===== config.mk =====
export PLATFORM = sky130hd
export DESIGN_NAME = warp_scheduler
export DESIGN_NICKNAME = d
export VERILOG_FILES = /design/src/rtl/gpu_pkg.sv /design/src/rtl/rr_arbiter.sv /design/src/rtl/warp_scheduler.sv
export SDC_FILE = /design/constraint.sdc
export NUM_CORES = 1
export LEC_CHECK = 0
export CORE_ASPECT_RATIO = 0.7
export CORE_MARGIN = 1
export CORE_UTILIZATION = 40
export CTS_CLUSTER_DIAMETER = 100
export DETAILED_ROUTE_END_ITERATION = 8
export GPL_TIMING_DRIVEN = 1
export PLACE_DENSITY = 0.76
export SETUP_SLACK_MARGIN = 0.1
export SYNTH_ARGS = -nofsm -noshare
export SYNTH_HDL_FRONTEND = slang
export SYNTH_SLANG_ARGS = --single-unit

===== constraint.sdc =====
create_clock -name clk -period 2.6 [get_ports clk]
set_input_delay 0.39 -clock clk [delete_from_list [all_inputs] [get_ports clk]]
set_output_delay 0.39 -clock clk [all_outputs]
set_load 0.03 [all_outputs]

===== src/rtl/gpu_pkg.sv =====
// Shared GPU types: per-warp scheduler state and the instruction memory address.
package gpu_pkg;

    localparam int IMEM_ADDR_W = 8;

    typedef logic [IMEM_ADDR_W-1:0] instruction_memory_address_t;

    typedef enum logic [2:0] {
        WARP_IDLE,
        WARP_FETCH,
        WARP_READY,
        WARP_EXEC,
        WARP_HALTED
    } warp_state_t;

endpackage


===== src/rtl/rr_arbiter.sv =====
// Round-robin pick of one requester, searching upward from pointer with wrap.
// Latency: combinational. Backpressure: grant_enable low forces grant to 0.
// Owner of fairness only; the caller advances the pointer after a grant is consumed.
module rr_arbiter #(
    parameter int N  = 4,
    parameter int IW = (N > 1) ? $clog2(N) : 1
) (
    input  logic [N-1:0]  req,
    input  logic [IW-1:0] pointer,
    input  logic          grant_enable,
    output logic [IW-1:0] grant
);

    int idx;

    // Walk offsets from far to near so the requester closest to the pointer wins.
    always_comb begin
        grant = '0;
        idx   = 0;
        if (grant_enable) begin
            for (int i = N - 1; i >= 0; i--) begin
                idx = int'(pointer) + i;
                if (idx >= N) idx = idx - N;
                if (req[idx]) grant = IW'(idx);
            end
        end
    end

endmodule


===== src/rtl/warp_scheduler.sv =====
// Per-warp fetch/issue/complete sequencing with a single round-robin issue port.
// Latency: start->fetch_valid 1, fetch_ready->issue_valid 1, complete->fetch_valid 1 cycle.
// Backpressure: issue_ready low freezes the offered warp/pc in a hold register.
module warp_scheduler
    import gpu_pkg::*;
#(
    parameter int   WARPS_PER_CORE = 4,
    parameter int   PC_WIDTH       = IMEM_ADDR_W,
    localparam int  WID            = (WARPS_PER_CORE > 1) ? $clog2(WARPS_PER_CORE) : 1,
    localparam int  NW             = $clog2(WARPS_PER_CORE + 1)
) (
    input  logic                                     clk,
    input  logic                                     reset,
    input  logic                                     start,
    input  logic [PC_WIDTH-1:0]                      start_pc,
    input  logic [NW-1:0]                            num_warps,
    output logic                                     done,
    output logic [WARPS_PER_CORE-1:0]                fetch_valid,
    output logic [WARPS_PER_CORE-1:0][PC_WIDTH-1:0]  fetch_pc,
    input  logic [WARPS_PER_CORE-1:0]                fetch_ready,
    input  logic [WARPS_PER_CORE-1:0]                fetch_is_halt,
    output logic                                     issue_valid,
    output logic [WID-1:0]                           issue_warp,
    output logic [PC_WIDTH-1:0]                      issue_pc,
    input  logic                                     issue_ready,
    input  logic                                     complete_valid,
    input  logic [WID-1:0]                           complete_warp,
    input  logic [PC_WIDTH-1:0]                      complete_next_pc,
    output logic [WARPS_PER_CORE-1:0]                warp_active,
    output logic [31:0]                              issue_count,
    output logic                                     protocol_error
);

    warp_state_t               state_q [WARPS_PER_CORE];
    warp_state_t               state_d [WARPS_PER_CORE];
    logic [PC_WIDTH-1:0]       pc_q    [WARPS_PER_CORE];
    logic [PC_WIDTH-1:0]       pc_d    [WARPS_PER_CORE];

    logic [WID-1:0]            rr_ptr;
    logic [WID-1:0]            hold_warp;
    logic                      hold_vld;
    logic [WID-1:0]            grant;
    logic [WID-1:0]            sel_warp;
    logic [WARPS_PER_CORE-1:0] ready_vec;
    logic                      all_halted;
    logic                      cmpl_hit;
    logic                      start_acc;
    logic                      handshake;
    logic [NW-1:0]             nw_eff;

    assign nw_eff = (int'(num_warps) > WARPS_PER_CORE) ? NW'(WARPS_PER_CORE) : num_warps;

    always_comb begin
        ready_vec   = '0;
        warp_active = '0;
        fetch_valid = '0;
        fetch_pc    = '0;
        all_halted  = 1'b1;
        cmpl_hit    = 1'b0;
        for (int w = 0; w < WARPS_PER_CORE; w++) begin
            ready_vec[w]   = (state_q[w] == WARP_READY);
            fetch_valid[w] = (state_q[w] == WARP_FETCH);
            warp_active[w] = (state_q[w] == WARP_FETCH) || (state_q[w] == WARP_READY) ||
                             (state_q[w] == WARP_EXEC);
            if (state_q[w] == WARP_FETCH) fetch_pc[w] = pc_q[w];
            if (state_q[w] != WARP_HALTED) all_halted = 1'b0;
            // An out-of-range complete_warp never matches, so it is flagged below.
            if (complete_valid && state_q[w] == WARP_EXEC && complete_warp == WID'(w))
                cmpl_hit = 1'b1;
        end
    end

    rr_arbiter #(
        .N  (WARPS_PER_CORE),
        .IW (WID)
    ) u_rr_arbiter (
        .req          (ready_vec),
        .pointer      (rr_ptr),
        .grant_enable (~hold_vld),
        .grant        (grant)
    );

    assign sel_warp    = hold_vld ? hold_warp : grant;
    assign issue_valid = hold_vld | (|ready_vec);
    assign handshake   = issue_valid & issue_ready;
    assign start_acc   = start & ~(|warp_active);

    always_comb begin
        issue_warp = '0;
        issue_pc   = '0;
        if (issue_valid) begin
            issue_warp = sel_warp;
            for (int w = 0; w < WARPS_PER_CORE; w++)
                if (sel_warp == WID'(w)) issue_pc = pc_q[w];
        end
    end

    always_comb begin
        for (int w = 0; w < WARPS_PER_CORE; w++) begin
            state_d[w] = state_q[w];
            pc_d[w]    = pc_q[w];
            if (start_acc) begin
                if (w < int'(nw_eff)) begin
                    state_d[w] = WARP_FETCH;
                    pc_d[w]    = start_pc;
                end else begin
                    state_d[w] = WARP_HALTED;
                end
            end else begin
                case (state_q[w])
                    WARP_FETCH:
                        if (fetch_ready[w])
                            state_d[w] = fetch_is_halt[w] ? WARP_HALTED : WARP_READY;
                    WARP_READY:
                        if (handshake && sel_warp == WID'(w)) state_d[w] = WARP_EXEC;
                    WARP_EXEC:
                        if (complete_valid && complete_warp == WID'(w)) begin
                            state_d[w] = WARP_FETCH;
                            pc_d[w]    = complete_next_pc;
                        end
                    default: ;
                endcase
            end
        end
    end

    always_ff @(posedge clk or negedge reset) begin
        if (!reset) begin
            for (int w = 0; w < WARPS_PER_CORE; w++) begin
                state_q[w] <= WARP_IDLE;
                pc_q[w]    <= '0;
            end
            done           <= 1'b0;
            issue_count    <= '0;
            protocol_error <= 1'b0;
            rr_ptr         <= '0;
            hold_vld       <= 1'b0;
            hold_warp      <= '0;
        end else begin
            for (int w = 0; w < WARPS_PER_CORE; w++) begin
                state_q[w] <= state_d[w];
                pc_q[w]    <= pc_d[w];
            end
            if (start_acc) begin
                done           <= 1'b0;
                issue_count    <= '0;
                protocol_error <= 1'b0;
                rr_ptr         <= '0;
                hold_vld       <= 1'b0;
            end else begin
                done <= all_halted;
                if (complete_valid && !cmpl_hit) protocol_error <= 1'b1;
                if (handshake) begin
                    hold_vld <= 1'b0;
                    rr_ptr   <= (int'(sel_warp) == WARPS_PER_CORE - 1) ? '0 : sel_warp + WID'(1);
                    if (issue_count != '1) issue_count <= issue_count + 32'd1;
                end else if (issue_valid && !hold_vld) begin
                    // Freeze the offer so a newly READY warp cannot displace it.
                    hold_vld  <= 1'b1;
                    hold_warp <= grant;
                end
            end
        end
    end

endmodule


== Yosys cells after proc, flatten, opt, wreduce, memory -nomap -nowiden ==
Index checks and enable logic that the tools add are counted.
Storage, ports and cells
  input port bits: 34
  logic and storage cells: 241
  output and inout bits: 85
  flip-flop bits (word level): 83
Operators by class
  add/sub/neg operators: 9
  $lt $le $gt $ge: 13
  bitwise logic cells: 6
  muxes and demuxes: 101
  eq/ne operators: 40
  reductions and logical operators: 58
Operators with widths (count)
  $mux 32: 11
  $mux 8: 25
  $lt 32x4->1 const B: 4
  $ge 32x4->1 const B: 3
  $sub 32x4->32 const B: 3
  $mux 3: 25
  $pmux 3 s3: 4
  $add 32x1->32 const B: 1
  $ne 32x32->1 const B: 1
  $eq 3x2->1 const B: 8
  $ne 3x3->1 const B: 8
  $mux 1: 22
  $reduce_bool 2->1: 11
  $mux 2: 10
  $logic_and 1x1->1: 18
  $reduce_and 4->1: 4
  $reduce_bool 4->1: 4
  $reduce_and 3->1: 5
  $eq 3x1->1 const B: 4
  $ne 3x1->1 const B: 4
  $ne 3x2->1 const B: 4
  $bmux 1 s2: 4
  $eq 2x2->1 const B: 4
  $logic_or 1x1->1: 8
  other kinds (18): 32

== Logic depth before layout (Yosys ltp) ==
Gate-level depths: netlist of run 1.
  depth in word-level cells: 19
  mapped depth: 14
  gate-level depth less buffers: 11

== Hierarchy ==
A second synthesis of run 1 with hierarchy kept.
Second synthesis, totals
  cell total of the unflattened synthesis: 551
  area, all modules: 5192.5 um^2
By module, submodules not included
  warp_scheduler: area each 5106.1 um^2, cells each 537, times used 1, seq. area each 2077.0 um^2
  rr_arbiter: area each 86.3 um^2, cells each 14, times used 1, seq. area each 0.0 um^2

== Least setup slack after synthesis of run 1 ==
Ideal clock, no wire load.
  path type: register to output
  from: register state_q[10] in the netlist's numbering
  to: output port issue_pc[6]
  slack: -496 ps
  data required time: 2210 ps
  buffers on the path: 2
  stages on the path, launching flop included: 13
  arrival: 2706 ps
  cell sequence: dfrtp_1 > clkbuf_1 > nor4bb_1 > o21ai_0 > a32oi_1 > inv_1 > ha_1 > clkbuf_1 > and3b_1 > a21oi_1 > o21ai_0 > mux2i_1 > nor2_1
Between the ends
  word-level cells in the longest chain between the ends: 16
  elaborated cells on any way between the ends: 30
  those cells by class: eq/ne (4); mux (23); bitwise (1); reduce/logical (2)
RTL lines
  from (decl): line warp_scheduler.sv:34  | warp_state_t state_q [WARPS_PER_CORE];
  from (signal, indexed assignment): line warp_scheduler.sv:141  | state_q[w] <= state_d[w];
  $eq 3x2->1 *: line warp_scheduler.sv:61  | ready_vec[w] = (state_q[w] == WARP_READY);
  $bmux 1 s2: line rr_arbiter.sv:24  | if (req[idx]) grant = IW'(idx);
  $mux 1 (not written as such) (2 in a row): line rr_arbiter.sv:24
  $mux 2 (4 in a row): line rr_arbiter.sv:24
  $mux 2: line rr_arbiter.sv:20  | if (grant_enable) begin
  $mux 2: line warp_scheduler.sv:83  | assign sel_warp = hold_vld ? hold_warp : grant;
  $logic_not 2->1: line warp_scheduler.sv:94  | if (sel_warp == WID'(w)) issue_pc = pc_q[w];
  $mux 8 (4 in a row): line warp_scheduler.sv:94
  $mux 8 *: line warp_scheduler.sv:91  | if (issue_valid) begin
  to (decl): line warp_scheduler.sv:24  | output logic [PC_WIDTH-1:0] issue_pc,
Mark *: on every way between the ends. The rest lies on a longest branch, timed or not. The select of a mux whose other input is x is not followed.

== Final worst setup path of run 1 ==
  from: register state_q[6] in the netlist's numbering
  to: output port issue_pc[7]
Same word-level chain as after synthesis.

==> metrics.txt, run 1 <==
run status=finished, violations left; violated checks=setup timing; CP arrival=2.81 ns; Pwr Total=9.07 mW; TritonCTS Sinks=83; CP Capture Type=primary output; most frequent cell after synthesis=dfrtp_1; Sw Ratio=0.449; Clock Pin Slew Worst Setup and Hold Paths=0.06 ns; fin util=0.607; final instance area=7590 µm²; Final min period=3.20 ns; final worst path period share=1.23; Post-Route WL=17,000 µm; Hold Path Class=in -> async; register bit total from synthesis=83; VDD IR max=667 µV; CTS buffer count=9; Worst-Skew Late Latency=0.34 ns; DP HPWL=11,700 µm; placed cell count=838; initial antenna violation count=0; 1st-iter DRT viols=501; Pre-Repair DR Iteration Count=5; Ys Warns=0; sequential fraction of design power=0.236; Mapped Avg Cell Area=9.47 µm²; Synth Net Count=583; Max Cap Viol=0; # rows=34; Final ANT Viol Nets=0; IO Pins=119; met2 Use GR=0.398; max-slew violations=0; synthesis-to-finish area growth=47.2%; die height=97.0 µm; Finish-stage setup viols=12; GR peak layer=met2; WP data required=2.21 ns; initial core utilization=0.412; share of layout cells above drive strength 1=0.273; H-tree depth=3; wire per inst=19.8 µm; Synth area leader=dfrtp_1; P per Cell Area=1200 nW/µm²; total grt overflow=0; share of the yosys chip area belonging to registers=0.403; Mapped Area=5150 µm²; f_max=312 MHz; top post-synthesis cells by count=dfrtp_1 (83), a21oi_1 (48), mux2_2 (40), and2_1 (36), nand2_1 (25); Top FF cell, synth=dfrtp_1; worst hold slack=0.0643 ns; post-route DRC violation count=0; Core Footprint=12,500 µm²; Internal Pwr Total=5.00 mW; Slew @ Worst Pin=0.796 ns; CTS Hold Bufs=0; CP max FO=17; Layout Nets=735; full die area=13,300 µm²; Pleak=3.32 nW; number of synthesized flops with an enable pin=0; DIE WIDTH=138 µm; Worst Skew=0.00757 ns; Vias per Instance=6.03; Clock Path Buffers=2; Final Wtd Congestion=0.946; CTS root buffer=clkbuf_16; Synth async-reset ratio=1.00; Synth top area share=0.403; pin count of the biggest net entering global routing=51; Synth Instances=544; antenna cells=0; FILL cells=1,015; CTS tree=built; Comb power frac=0.626; Setup CP Type=reg -> out; dpl cell area=6930 µm²; vias in the first global route=5,109; Synth cell types=59; top cells by area, synth=dfrtp_1 (40%), mux2_2 (8.7%), a21oi_1 (4.7%); met3 usage=0.0493; RSZ-0062 raised after global routing=yes; DR vias=5,190; Rel. slew slack=0.467; met1 GRT Util=0.365; Hold Vio Cnt, Final=0; clock power share=0.138; CP Launch Type=register; fin cells=861; first-pass GRT wire length=26,800 µm; Switching Power=4.07 mW; final worst-path setup slack=-0.600 ns; overall routing resource usage=0.258; Port Buffer Count=118
[cell type report]
type / count / area [µm²] / area share
Multi-Input combinational cell: 409 / 3220 / 0.424
Sequential cell: 83 / 2080 / 0.274
Timing Repair Buffer: 176 / 1750 / 0.230
Clock buffer: 11 / 243 / 0.0320
Tap cell: 162 / 203 / 0.0267
Inverter: 17 / 63.8 / 0.00841
Clock inverter: 3 / 40.0 / 0.00528
[final timing paths]
kind	start	end	slack [ns]	cells after the start
worst max-delay path	state_q[6]	issue_pc[7]	-0.60	12
worst min-delay path	reset	pc_q[21]	0.06	1
worst max register to register	rr_ptr[1]	state_q[3]	-0.26	14
worst min register to register	protocol_error	protocol_error	0.51	1
max in group asynchronous	reset	state_q[6]	1.87	2
min in group clk	protocol_error	protocol_error	0.51	1
[critical path, stage by stage (launching register included)]
cell	delay, ns
dfrtp_1	0.38
or3b_4	0.47
o21ai_4	0.21
a32oi_4	0.15
buf_4	0.17
buf_6	0.11
ha_4	0.15
buf_12	0.15
nor2b_2	0.16
nor3_2	0.20
a21oi_2	0.07
nor2_4	0.10
buf_6	0.13
[cells in the final DEF, fill, tap and decap left out, types with 16 or more instances in the layout]
cell type / n
dfrtp_1: 82
clkdlybuf4s50_1: 72
buf_4: 46
mux2_2: 40
a21oi_1: 36
and2_1: 35
nand2_1: 24
o31ai_1: 24
or4_1: 23
nand3_1: 19
dlymetal6s2s_1: 19
buf_6: 16
[state kept, by name (all words and copies together), names as in the netlist]
register        flops
state_q            12
rr_ptr              2
pc_q               32
protocol_error      1
hold_warp           2
issue_count        32
hold_vld            1
done                1
[through the flow]
| step | setup slack (ns) | TNS (ns) |
|---|---|---|
| final | -0.600 | -5.14 |
| after detailed placement | -0.345 | -2.70 |
| after CTS | -0.570 | -4.34 |
| after floorplan | -0.157 | -1.32 |
| after global routing | -0.715 | -6.60 |
| after global placement | -0.208 | -1.57 |
[power groups by stage]
stage / Sequential [mW] / Combinational [mW] / Clock, mW
2_1_floorplan: 2.04 / 3.34 / 0
3_3_place_gp: 2.06 / 4.98 / 0
3_5_place_dp: 2.09 / 5.10 / 0
4_1_cts: 2.10 / 5.40 / 1.27
5_1_grt: 2.18 / 6.03 / 1.32
6_report: 2.14 / 5.68 / 1.25
[kinds of logic after synthesis]
| logic type | after synthesis | share of synthesized area |
|---|---|---|
| AO/OA/AOI/OAI | 138 | 0.182 |
| adder cells (fa/ha/maj) | 5 | 0.0121 |
| buffers and inverters | 52 | 0.0466 |
| flip-flops | 83 | 0.403 |
| multiplexers | 46 | 0.0991 |
| AND/OR/NAND/NOR | 220 | 0.258 |
[what timing repair did]
item                       CTS  global route
pin swaps                   19            15
resized for setup           61            47
buffers inserted             4             5
setup endpoints to repair   35            42
[layer usage]
metal,share of wire,vias up,wire (µm)
met1,0.46,2586,7760
met3,0.060,22,1020
met4,0.012,0,206
met2,0.47,208,8030
li1,-,2374,-
met5,0,-,0
Note: power is estimated with default switching activity, not from simulation.
==> run 2, diff against run 1 <==
- SETUP_SLACK_MARGIN: 0.1 -> 0.5
==> metrics.txt, run 2 (synthesized netlist as in run 1, its figures left out) <==
run status=finished, violations left; violated checks=setup timing; Worst-Skew Late Latency=0.34 ns (about the same); antenna cells=0 (unchanged); CP peak stage delay=0.47 ns (about the same); crit-path most repeated cell=buf_6; commonest non-fill, non-tap cell in the layout=dfrtp_1; pin count of the biggest net entering global routing=44 (-14%); final worst-path setup slack=-0.740 ns (-0.140 ns); CTS Hold Bufs=0 (unchanged); Max Cap Viol=0 (unchanged); Rel. slew slack=0.115 (-0.353); Pre-Repair DR Iteration Count=7 (+2); Pwr Total=11.2 mW (+23%); RSZ-0062 raised after global routing=yes; worst r2r src=state_q[11]; final worst path period share=1.28 (+0.0540); RR Endpoint=state_q[8]; Setup crit start=state_q[5]; CTS root buffer=clkbuf_16; most frequent cells in the layout=dfrtp_1 (72), buf_4 (68), clkdlybuf4s50_1 (65); VDD IR max=933 µV (+40%); dpl cell area=6900 µm² (-0.43%); Core Footprint=12,500 µm² (unchanged); r2r worst-path depth=14 (unchanged); Slew @ Worst Pin=1.33 ns (+0.532 ns); Clock Path Buffers=2 (unchanged); overall routing resource usage=0.284 (+0.0264); WL met2=10,300 µm (+28%); H-tree depth=3 (unchanged); Final ANT Viol Nets=0 (unchanged); Crit-path slowest cell=dfrtp_1; Final min period=3.34 ns (+0.140 ns); Top Registers=issue_count x32, pc_q x32, state_q x12; DR vias=6,003 (+16%); WP data required=2.21 ns (about the same); CTS buffer count=9 (unchanged); CTS tree=built; CP arrival=2.95 ns (+0.14 ns); DIE WIDTH=138 µm (unchanged); initial antenna violation count=0 (unchanged); 1st-iter DRT viols=811 (+62%); DP HPWL=11,900 µm (+1.6%); highest metal used=met4; Post-Route WL=22,100 µm (+30%); Hold Path Class=in -> async; crit-path cells=or3b_4 -> o21ai_2 -> nand2_2 -> and2_4 -> ha_2 -> nor2b_4 -> buf_6 -> a221oi_2 -> nor3_2 -> a21oi_2 -> nor2_4 -> buf_6; # rows=34 (unchanged); Pleak=3.48 nW (+5.1%); Met1 Routed Length=8620 µm (+11%); full die area=13,300 µm² (unchanged); initial core utilization=0.412 (unchanged); Layout Nets=788 (+7.2%); final instance area=8610 µm² (+14%); routed wl met3=2270 µm (+120%); Port Buffer Count=118 (unchanged); wire per inst=24.2 µm (+22%); Final Wtd Congestion=0.962 (+1.7%); Vias per Instance=6.55 (+8.7%); Setup CP Type=reg -> out; P per Cell Area=1300 nW/µm² (+8.7%); die height=97.0 µm (unchanged); post-route DRC violation count=0 (unchanged); R2R Setup Slk=-0.34 ns (-0.08 ns); vias in the first global route=5,499 (+7.6%); Clock Pin Slew Worst Setup and Hold Paths=0.07 ns (about the same); synthesis-to-finish area growth=67.2%; CP Launch Type=register; total grt overflow=0 (unchanged); IO Pins=119 (unchanged); crit path to=issue_pc[2]; first-pass GRT wire length=29,400 µm (+9.6%); Finish-stage setup viols=18 (+6); share of layout cells above drive strength 1=0.485 (+0.212); CP Capture Type=primary output; max-slew violations=0 (unchanged); CP max FO=4 (-13); f_max=299 MHz (-4.2%); TritonCTS Sinks=83 (unchanged); Hold Vio Cnt, Final=0 (unchanged); Worst Skew=0.00892 ns (+0.00135 ns)
==> run 2: changes by cell type in the layout (fill, tap and decap cells not counted), sizes merged, moves of 2 or more <==
cell,delta
dlygate4sd2,-11
o21ai,+5
clkdlybuf4s50,-7
buf,+82
inv,+2
dlymetal6s2s,-19
==> run 2: timing repair <==
item                       in CTS  in global routing
gates cloned                    7                  4
buffers inserted               30                 26
pin swaps                      62                 52
setup endpoints to repair     125                121
resized for setup             325                143
==> run 2: per-layer routing <==
layer	GRT usage	up-vias
met1	0.400	2931
met2	0.435	464
met5	0	-
li1	-	2489
met4	0.0972	0
met3	0.0514	119
==> run 2: critical path, delay by kind of cell, from the launching register on <==
kind,cells,cell delay [ns]
AO/OA/AOI/OAI,3,0.65
adder cells (fa/ha/maj),1,0.19
buffers and inverters,2,0.28
flip-flops,1,0.47
AND/OR/NAND/NOR,6,1.01
==> run 2: how the worst min path moves through the flow <==
stage          endpoint  slack [ns]  cells after the start
2_1_floorplan      done        0.09                      0
3_5_place_dp   pc_q[13]        0.42                      1
5_1_grt         pc_q[5]        0.08                      1
3_3_place_gp   pc_q[13]        0.41                      1
6_report       pc_q[12]        0.04                      1
4_1_cts        pc_q[12]        0.06                      1
==> run 2: metrics by stage <==
step	hold WS [ns]	TNS (ns)	instances	worst slack, ns	util
after CTS	0.0635	-4.02	886	-0.520	0.634
after floorplan	0.0944	-1.26	544	-0.153	-
after global placement	0.411	-1.61	833	-0.223	0.552
after detailed placement	0.420	-2.26	833	-0.299	0.552
after global routing	0.0775	-8.07	916	-0.799	0.689
final	0.0396	-6.67	916	-0.740	0.689
==> run 2: where the power goes <==
part	switching, mW	internal, mW	total [mW]
Clock	0.564	0.849	1.41
Combinational	4.01	3.52	7.54
Sequential	0.526	1.72	2.25
==> run 2: layout make-up <==
class                           instances  area, µm²
Sequential cell                        83       2090
Inverter                               17       63.8
Tap cell                              162        203
Clock buffer                            9        225
Timing Repair Buffer                  223       2210
Multi-Input combinational cell        415       3720
Fill cell                             787       3890
Clock inverter                          7       98.8
==> run 3, diff against run 2 <==
- CORE_UTILIZATION: 40 -> 30
- PLACE_DENSITY: 0.76 -> 0.61
==> metrics.txt, run 3 (synthesized netlist as in run 1, its figures left out) <==
f_max=314 MHz (+4.9%); max-slew violations=0 (unchanged); P per Cell Area=1230 nW/µm² (-5.0%); DR vias=5,453 (-9.2%); RSZ-0062 raised after global routing=yes; Pre-Repair DR Iteration Count=5 (-2); Hold Path Class=in -> async; fin cells=968 (+5.7%); initial antenna violation count=0 (unchanged); VDD IR max=572 µV (-39%); Switching Power=4.74 mW (-7.0%); Internal Pwr Total=5.96 mW (-2.2%); Worst-Skew Late Latency=0.35 ns (about the same); # rows=39 (+15%); Vias per Instance=5.63 (-14%); H-tree depth=3 (unchanged); CTS buffer count=9 (unchanged); Hold Vio Cnt, Final=0 (unchanged); first-pass GRT wire length=30,000 µm (+2.2%); CP Capture Type=primary output; crit-path most repeated cell=buf_6; violated checks=setup timing; 1st-iter DRT viols=455 (-44%); Max Cap Viol=0 (unchanged); die height=112 µm (+15%); Final ANT Viol Nets=0 (unchanged); CP arrival=2.79 ns (-0.16 ns); fin util=0.524 (-0.165); FILL cells=1,424 (+81%); Clock Pin Slew Worst Setup and Hold Paths=0.07 ns (about the same); pin count of the biggest net entering global routing=47 (+6.8%); crit-path cells=or3b_4 -> o21ai_2 -> nand2_2 -> and2_4 -> ha_2 -> nor2b_4 -> buf_6 -> a221oi_2 -> nor3_1 -> a21oi_1 -> nor2_4 -> buf_6; DP HPWL=12,700 µm (+6.9%); run status=finished, violations left; Crit-path slowest cell=dfrtp_1; Setup CP Type=reg -> out; CP Launch Type=register; vias in the first global route=5,295 (-3.7%); Slew @ Worst Pin=1.01 ns (-0.314 ns); commonest non-fill, non-tap cell in the layout=dfrtp_1; post-route DRC violation count=0 (unchanged); final worst path period share=1.22 (-0.0598); Layout Nets=777 (-1.4%); CP max FO=4 (unchanged); IO Pins=119 (unchanged); Core Footprint=16,500 µm² (+32%); Sum Neg Setup Slack=-4.91 ns (+1.76 ns); Final min period=3.18 ns (-0.156 ns); share of layout cells above drive strength 1=0.468 (-0.0170); initial core utilization=0.312 (-0.101); CTS root buffer=clkbuf_16; total grt overflow=0 (unchanged); Final Wtd Congestion=0.887 (-7.8%); final worst-path setup slack=-0.585 ns (+0.156 ns); sequential fraction of design power=0.204 (+0.003); TritonCTS Sinks=83 (unchanged); Clock Path Buffers=2 (unchanged); final instance area=8670 µm² (+0.64%); Finish-stage setup viols=13 (-5); overall routing resource usage=0.222 (-0.0623); clock power share=0.124 (-0.002); placed cell count=900 (+8.0%); CP peak stage delay=0.43 ns (-0.04 ns); R2R Setup Slk=-0.21 ns (+0.13 ns); Worst Skew=0.00668 ns (-0.00224 ns); WP data required=2.21 ns (about the same); Top Registers=issue_count x32, pc_q x32, state_q x12; DIE WIDTH=159 µm (+15%); Sw Ratio=0.443 (-0.0126); wire per inst=20.6 µm (-15%); Rel. slew slack=0.324 (+0.209); Comb power frac=0.672 (about the same); antenna cells=0 (unchanged); synthesis-to-finish area growth=68.2%; Post-Route WL=19,900 µm (-10%); most frequent cells in the layout=dfrtp_1 (77), buf_6 (66), clkdlybuf4s50_1 (65); Port Buffer Count=118 (unchanged); dpl cell area=7060 µm² (+2.4%); CTS tree=built; Pleak=3.48 nW (-0.19%); full die area=17,700 µm² (+33%)
-- run 3: cell types whose count changed in the layout (fill, tap and decap cells not counted), sizes merged --
cell / before / now
bufinv: 2 / 1
clkinvlp: 1 / 2
dlygate4sd2: 4 / 3
buf: 151 / 139
clkinv: 2 / 3
clkdlybuf4s15: 0 / 1
o21ai: 22 / 23
inv: 19 / 18
-- run 3: layout make-up --
| class | count | area, µm² | share of cell area |
|---|---|---|---|
| Multi-Input combinational cell | 416 | 3750 | 0.433 |
| Timing Repair Buffer | 211 | 2180 | 0.251 |
| Clock inverter | 7 | 76.3 | 0.00880 |
| Inverter | 17 | 71.3 | 0.00823 |
| Tap cell | 225 | 282 | 0.0325 |
| Sequential cell | 83 | 2080 | 0.240 |
| Clock buffer | 9 | 225 | 0.0260 |
-- run 3: final timing paths --
kind,endpoint,from,depth (start not counted)
max,issue_pc[2],state_q[5],12
min,pc_q[28],reset,1
max reg2reg,state_q[6],state_q[5],14
min reg2reg,protocol_error,protocol_error,1
max in group asynchronous,state_q[9],reset,2
min in group clk,protocol_error,protocol_error,1
-- run 3: power groups by stage --
stage / clock, mW / combinational [mW] / sequential, mW
after CTS: 1.35 / 6.39 / 2.12
after global routing: 1.41 / 7.58 / 2.23
after detailed placement: 0 / 5.23 / 2.12
after global placement: 0 / 5.16 / 2.09
final: 1.33 / 7.19 / 2.18
after floorplan: 0 / 3.38 / 2.05
-- run 3: timing repair --
action                     4_1_cts  5_1_grt
resized for setup              282      170
hold buffers                     0        0
setup endpoints to repair      126      115
buffers inserted                34        9
pin swaps                       87       24
gates cloned                     8        1
-- run 3: per-stage QoR --
step / total power [mW] / setup WS [ns] / hold WS (ns)
global placement: 7.25 / -0.303 / 0.452
floorplan: 5.43 / -0.153 / 0.0944
CTS: 9.87 / -0.590 / 0.0845
finish: 10.7 / -0.585 / 0.0626
detailed placement: 7.35 / -0.342 / 0.464
global route: 11.2 / -0.673 / 0.112
-- run 3: layer usage --
layer  wire length (µm)  up-vias  GRT usage
li1                   -     2466          -
met1               9370     2768      0.326
met2               9040      189      0.326
met3               1170       30     0.0455
met4                322        0     0.0641
met5                  0        -          0
-- run 3: critical path, delay by kind of cell (launching register included) --
kind,cells,cell delay [ns]
buffers and inverters,2,0.27
adders and majority gates,1,0.19
DFF,1,0.43
AOI/OAI and AO/OA,3,0.59
and+or+nand+nor,6,0.96
